`config.mk`:
```
export PLATFORM = sky130hd
export DESIGN_NAME = alu74181_seq
export DESIGN_NICKNAME = d
export VERILOG_FILES = /design/src/rtl/alu74181_pkg.sv /design/src/rtl/alu74181_seq.sv
export SDC_FILE = /design/constraint.sdc
export NUM_CORES = 1
export LEC_CHECK = 0
export CAP_MARGIN = 20
export CORE_ASPECT_RATIO = 0.9
export CORE_MARGIN = 5
export CORE_UTILIZATION = 45
export DETAILED_ROUTE_END_ITERATION = 8
export PLACE_DENSITY = 0.82
export SETUP_SLACK_MARGIN = 0.1
export SLEW_MARGIN = 20
export SYNTH_ARGS = -nofsm -noshare
export SYNTH_HDL_FRONTEND = slang
export SYNTH_SLANG_ARGS = --single-unit
```
`constraint.sdc`:
```
create_clock -name clock -period 1.9 [get_ports clock]
set_clock_uncertainty 0.1 [all_clocks]
set_input_delay 0.38 -clock clock [delete_from_list [all_inputs] [get_ports clock]]
set_output_delay 0.38 -clock clock [all_outputs]
set_load 0.05 [all_outputs]
```
`src/rtl/alu74181_pkg.sv`:
```
// Shared types and constants for the 74181 nibble sequencer.
// ALU_SETTLE_EN adds a SETTLE state between DRIVE and SAMPLE.
package alu74181_pkg;

    localparam int NIBBLES_DEF = 4;

    // 74181 select codes for the common operations
    localparam logic [3:0] S_ADD = 4'b1001;  // M=0: A plus B
    localparam logic [3:0] S_SUB = 4'b0110;  // M=0: A minus B minus 1 (plus carry)
    localparam logic [3:0] S_XOR = 4'b0110;  // M=1: A xor B
    localparam logic [3:0] S_AND = 4'b1011;  // M=1: A and B

    typedef enum logic [2:0] {
        ST_IDLE,
        ST_DRIVE,
`ifdef ALU_SETTLE_EN
        ST_SETTLE,
`endif
        ST_SAMPLE,
        ST_DONE
    } state_e;

endpackage

```
`src/rtl/alu74181_seq.sv`:
```
// Runs an external 4-bit 74181 core over NIBBLES nibbles, LSB first,
// chaining the active-low carry and reassembling the wide result.
// ALU_SETTLE_EN inserts SETTLE_CYCLES wait cycles after every DRIVE,
// for builds where the core sits behind slow pads.
import alu74181_pkg::*;

module alu74181_seq #(
    parameter int NIBBLES       = NIBBLES_DEF,
    parameter int SETTLE_CYCLES = 2
) (
    input  logic                 clock,
    input  logic                 resetb,
    input  logic                 cmd_valid,
    output logic                 cmd_ready,
    input  logic                 cmd_m,
    input  logic [3:0]           cmd_s,
    input  logic                 cmd_cn,
    input  logic [4*NIBBLES-1:0] cmd_a,
    input  logic [4*NIBBLES-1:0] cmd_b,
    output logic                 alu_m,
    output logic [3:0]           alu_s,
    output logic                 alu_cn,
    output logic [3:0]           alu_a,
    output logic [3:0]           alu_b,
    input  logic [3:0]           alu_f,
    input  logic                 alu_cn4,
    output logic                 rsp_valid,
    input  logic                 rsp_ready,
    output logic [4*NIBBLES-1:0] rsp_f,
    output logic                 rsp_cn4,
    output logic                 rsp_allones
);

    localparam int W     = 4 * NIBBLES;
    localparam int IDX_W = (NIBBLES > 1) ? $clog2(NIBBLES) : 1;
    localparam logic [IDX_W-1:0] LAST_IDX = IDX_W'(NIBBLES - 1);

    state_e             state_q, state_d;
    logic [IDX_W-1:0]   idx_q, idx_d;
    logic               cmd_ready_q, cmd_ready_d;
    logic               m_q, m_d, cn_q, cn_d;
    logic [3:0]         s_q, s_d;
    logic [W-1:0]       a_q, a_d, b_q, b_d;
    logic               alu_m_q, alu_m_d, alu_cn_q, alu_cn_d;
    logic [3:0]         alu_s_q, alu_s_d, alu_a_q, alu_a_d, alu_b_q, alu_b_d;
    logic [W-1:0]       rsp_f_q, rsp_f_d;
    logic               cn4_q, cn4_d;   // carry of last sampled nibble
`ifdef ALU_SETTLE_EN
    localparam logic [3:0] SETTLE_INIT = 4'(SETTLE_CYCLES - 1);
    logic [3:0]         cnt_q, cnt_d;
`endif

    // Next-state, operand latch, core drive and result assembly
    always_comb begin
        state_d  = state_q;
        idx_d    = idx_q;
        m_d      = m_q;
        s_d      = s_q;
        cn_d     = cn_q;
        a_d      = a_q;
        b_d      = b_q;
        alu_m_d  = alu_m_q;
        alu_s_d  = alu_s_q;
        alu_cn_d = alu_cn_q;
        alu_a_d  = alu_a_q;
        alu_b_d  = alu_b_q;
        rsp_f_d  = rsp_f_q;
        cn4_d    = cn4_q;
`ifdef ALU_SETTLE_EN
        cnt_d    = cnt_q;
`endif
        case (state_q)
            ST_IDLE: begin
                if (cmd_valid && cmd_ready_q) begin
                    m_d     = cmd_m;
                    s_d     = cmd_s;
                    cn_d    = cmd_cn;
                    a_d     = cmd_a;
                    b_d     = cmd_b;
                    idx_d   = '0;
                    rsp_f_d = '0;
                    state_d = ST_DRIVE;
                end
            end
            ST_DRIVE: begin
                alu_m_d  = m_q;
                alu_s_d  = s_q;
                alu_a_d  = a_q[{idx_q, 2'b00} +: 4];
                alu_b_d  = b_q[{idx_q, 2'b00} +: 4];
                // first nibble takes the command carry, the rest ripple
                alu_cn_d = (idx_q == '0) ? cn_q : cn4_q;
`ifdef ALU_SETTLE_EN
                cnt_d    = SETTLE_INIT;
                state_d  = ST_SETTLE;
`else
                state_d  = ST_SAMPLE;
`endif
            end
`ifdef ALU_SETTLE_EN
            ST_SETTLE: begin
                if (cnt_q == '0) state_d = ST_SAMPLE;
                else             cnt_d   = cnt_q - 4'd1;
            end
`endif
            ST_SAMPLE: begin
                rsp_f_d[{idx_q, 2'b00} +: 4] = alu_f;
                cn4_d = alu_cn4;
                if (idx_q == LAST_IDX) begin
                    state_d = ST_DONE;
                end else begin
                    idx_d   = idx_q + 1'b1;
                    state_d = ST_DRIVE;
                end
            end
            ST_DONE: begin
                if (rsp_ready) state_d = ST_IDLE;
            end
            default: state_d = ST_IDLE;
        endcase
        // registered ready: high exactly while sitting in IDLE
        cmd_ready_d = (state_d == ST_IDLE);
    end

    // State and datapath registers, cleared asynchronously
    always_ff @(posedge clock or negedge resetb) begin
        if (!resetb) begin
            state_q     <= ST_IDLE;
            idx_q       <= '0;
            cmd_ready_q <= 1'b0;
            m_q         <= 1'b1;
            s_q         <= 4'd0;
            cn_q        <= 1'b1;
            a_q         <= '0;
            b_q         <= '0;
            alu_m_q     <= 1'b1;
            alu_s_q     <= 4'd0;
            alu_cn_q    <= 1'b1;
            alu_a_q     <= 4'd0;
            alu_b_q     <= 4'd0;
            rsp_f_q     <= '0;
            cn4_q       <= 1'b1;
`ifdef ALU_SETTLE_EN
            cnt_q       <= '0;
`endif
        end else begin
            state_q     <= state_d;
            idx_q       <= idx_d;
            cmd_ready_q <= cmd_ready_d;
            m_q         <= m_d;
            s_q         <= s_d;
            cn_q        <= cn_d;
            a_q         <= a_d;
            b_q         <= b_d;
            alu_m_q     <= alu_m_d;
            alu_s_q     <= alu_s_d;
            alu_cn_q    <= alu_cn_d;
            alu_a_q     <= alu_a_d;
            alu_b_q     <= alu_b_d;
            rsp_f_q     <= rsp_f_d;
            cn4_q       <= cn4_d;
`ifdef ALU_SETTLE_EN
            cnt_q       <= cnt_d;
`endif
        end
    end

    assign cmd_ready   = cmd_ready_q;
    assign alu_m       = alu_m_q;
    assign alu_s       = alu_s_q;
    assign alu_cn      = alu_cn_q;
    assign alu_a       = alu_a_q;
    assign alu_b       = alu_b_q;
    assign rsp_valid   = (state_q == ST_DONE);
    assign rsp_f       = rsp_f_q;
    assign rsp_cn4     = cn4_q;
    assign rsp_allones = &rsp_f_q;

endmodule

```
==> impl_metrics.csv, run 1 <==
group,metric,value,unit
power_and_ir_drop,p_seq_share,39.2,%
timing,fin_ws,-2.42,ps
yosys,netlist_area,0.00335,mm2
die,die_y,91.8,um
routing,wire_per_inst,16.8,um
final_layout,utilization,65.2,%
global_routing,grt_use_total,16.2,%
power_and_ir_drop,powerDensity,1310,mW/mm2
cts,clkLatencyLatePin,350,ps
setup_path,critPathMaxFanout,3,
place,dp_hpwl,5190,um
die,ios,81,
final_layout,antennaDiodeCount,0,
yosys,synth_area_per_cell,15.3,um2
cts,cts_buffers,9,
setup_path,startpoint,"rsp_f[4]",
setup_path,start_kind,"register",
die,start_util,46.8,%
routing,drt_iter0_markers,68,
die,core_area,0.00715,mm2
power_and_ir_drop,power.net_switching,2030,uW
routing,drtPass1Iterations,4,
timing,whs,378,ps
timing,setup_viol,1,
outcome,status,"complete, but fails checks",
routing,drcViolationCount,0,
global_routing,grt_max_degree,52,
timing,drv_slew,0,
place,place_inst,393,
power_and_ir_drop,p_total,6120,uW
setup_path,timing.rr.start,"idx_q[0]",
power_and_ir_drop,p_comb_share,37.2,%
outcome,violations,"setup timing",
power_and_ir_drop,power_leakage,0.00202,uW
cts,cts-root-buf,"clkbuf_8",
power_and_ir_drop,intPower,4090,uW
die,design.die.area,0.00926,mm2
routing,num_vias,2184,
timing,rsz0062_at_grt,"true",
die,die_x,101,um
final_layout,n_fill_cell,526,
yosys,ys_ff_latch,75,
timing,max_freq,526,MHz
power_and_ir_drop,power_frac_clock,23.6,%
place,place.gp.congestion,0.815,
yosys,ys_types,41,
final_layout,nets,372,
routing,totalWireLength,7000,um
routing,vias_per_cell,5.24,
routing,ant_nets,0,
power_and_ir_drop,ir_drop,0.797,mV
cts,cts_sinks,75,
place,port-buffer-count,80,
yosys,ys_warn_count,0,
worst_hold_path,holdCritPathClass,"in2async",
yosys,synth-seq-area-share,56.3,%
cts,path_clk_slew,80,ps
yosys,syn_inst,218,
global_routing,gr-total-overflow,0,
die,rows,29,
place,place_area,0.00434,mm2
setup_path,worstPathRequired,1420,ps
run,drv_cap,0,
setup_path,critPathCaptureType,"output pin",
cts,cts_buffer_depth,2,
final_layout,finalNonFillerCells,417,
global_routing,grt_pass1_wl,11700,um
setup_path,crit_arrival,1420,ps
cts,cts_tree,"done",
final_layout,postLayoutCellArea,0.00466,mm2
timing,finalHoldViolCount,0,
global_routing,grt_pass1_vias,2381,
setup_path,path_class,"reg2out",
cts,htree_levels,3,
final_layout,drive_gt1_share,54.0,%
yosys,syn_nets,271,
final_layout,syn2layout_area_growth,39.3,%
global_routing,antenna_found_initial,0,
timing,finalCritPeriodShare,100,%
timing,layout_min_cycle_time,1900,ps
power_and_ir_drop,p_sw_share,33.1,%
Yosys cell counts, drive strengths merged:
cell type,instances,area (um2)
nand2b,1,6.26
or3b,2,17.5
nor4b,1,8.76
a311o,1,11.3
o21ai,8,40.0
or3,1,6.26
dfrtp,70,1750
nand2,6,22.5
nor3,1,10.0
a21oi,1,5.00
clkbuf,3,21.3
and4b,1,10.0
and4,1,8.76
nand4,4,25.0
nor2,1,3.75
nand3b,1,7.51
and3,1,7.51
mux2,52,616
a32o,2,20.0
o32ai,1,8.76
and3b,1,10.0
a31o,1,8.76
a211oi,1,7.51
dfstp,5,131
a22o,14,126
nor4,3,48.8
buf,9,88.8
conb,1,3.75
mux2i,1,10.0
mux4,8,180
and2,5,32.5
inv,4,15.0
ha,6,75.1
critical path, stage by stage, from the launching register on:
cell     delay (ps)
dfrtp_2         390
nand4_1         160
nor4_4          350
buf_12          180
registers in the layout, summed over array words and instances, names as in the netlist:
signal	count
s_q	4
rsp_cn4	1
alu_s	4
state_q	3
alu_a	4
cn_q	1
idx_q	2
rsp_f	16
m_q	1
alu_cn	1
a_q	16
b_q	16
alu_m	1
cmd_ready	1
alu_b	4
power groups by stage:
stage                     registers [uW]  logic (uW)  clock network (uW)
after floorplan                     2950         954                   0
after global placement              2410        2210                   0
after detailed placement            2430        2250                   0
after CTS                           2410        2260                1480
after global routing                2470        2420                1550
final                               2400        2270                1450
worst paths after layout:
check | end | slack, ps | cells after the start
max | rsp_allones | -2 | 3
min | alu_s[1] | 380 | 2
max reg2reg | rsp_f[4] | 180 | 5
min reg2reg | s_q[1] | 390 | 1
max in group asynchronous | cn_q | 710 | 3
min in group clock | s_q[1] | 390 | 1
layout by cell type (no fill, tap or decap), drive strengths merged, types with 2 or more instances in the layout:
master	n
a22o	14
a32o	2
and2	5
buf	56
bufinv	3
clkbuf	9
clkdlybuf4s50	45
clkinv	3
clkinvlp	2
dfrtp	70
dfstp	5
ha	6
inv	3
mux2	52
mux4	8
nand2	6
nand4	4
nor4	3
o21ai	8
or3b	2
per-layer routing:
layer,part of all wire (%),vias to the layer above,global-route usage (%),routed length [um]
li1,-,1020,-,-
met1,45,1086,21.4,3140
met2,46,66,24.6,3240
met3,7.5,12,5.69,527
met4,1.5,0,6.09,104
met5,0,-,0,0
cell families after synthesis:
group	Yosys count	synth area share (%)
multiplexers	61	24.1
adder cells (fa/ha/maj)	6	2.24
buffers and inverters	16	3.74
other	1	0.112
flip-flops	75	56.3
AO/OA/AOI/OAI	29	6.81
AND/OR/NAND/NOR	30	6.73
per-stage QoR:
step                TNS, ps  setup slack (ps)
floorplan                 0              28.4
global placement      -3950              -123
detailed placement    -5140              -138
CTS                   -19.5             -19.5
global route          -62.0             -62.0
finish                -2.42             -2.42
repair_timing:
item,CTS,global route
buffers inserted,2,5
pin swaps,1,1
gates resized for setup,3,5
hold buffers,1,0
endpoints found under the hold margin,22,0
endpoints found under the setup margin,6,16
layout make-up:
class	instances	area, um2	area share (%)
Sequential cell	75	1910	41.0
Clock buffer	9	124	2.66
Inverter	4	18.8	0.403
Multi-Input combinational cell	127	1400	29.9
Timing Repair Buffer	102	981	21.1
Clock inverter	7	116	2.50
Tap cell	93	116	2.50
Note: power is estimated with default switching activity, not from simulation.
==> run 2, diff against run 1 <==
ABC_CLOCK_PERIOD_IN_PS = 1900   (was default)
==> results of run 2 <==
The final DEF is identical to that of run 1; final timing and power are the same.
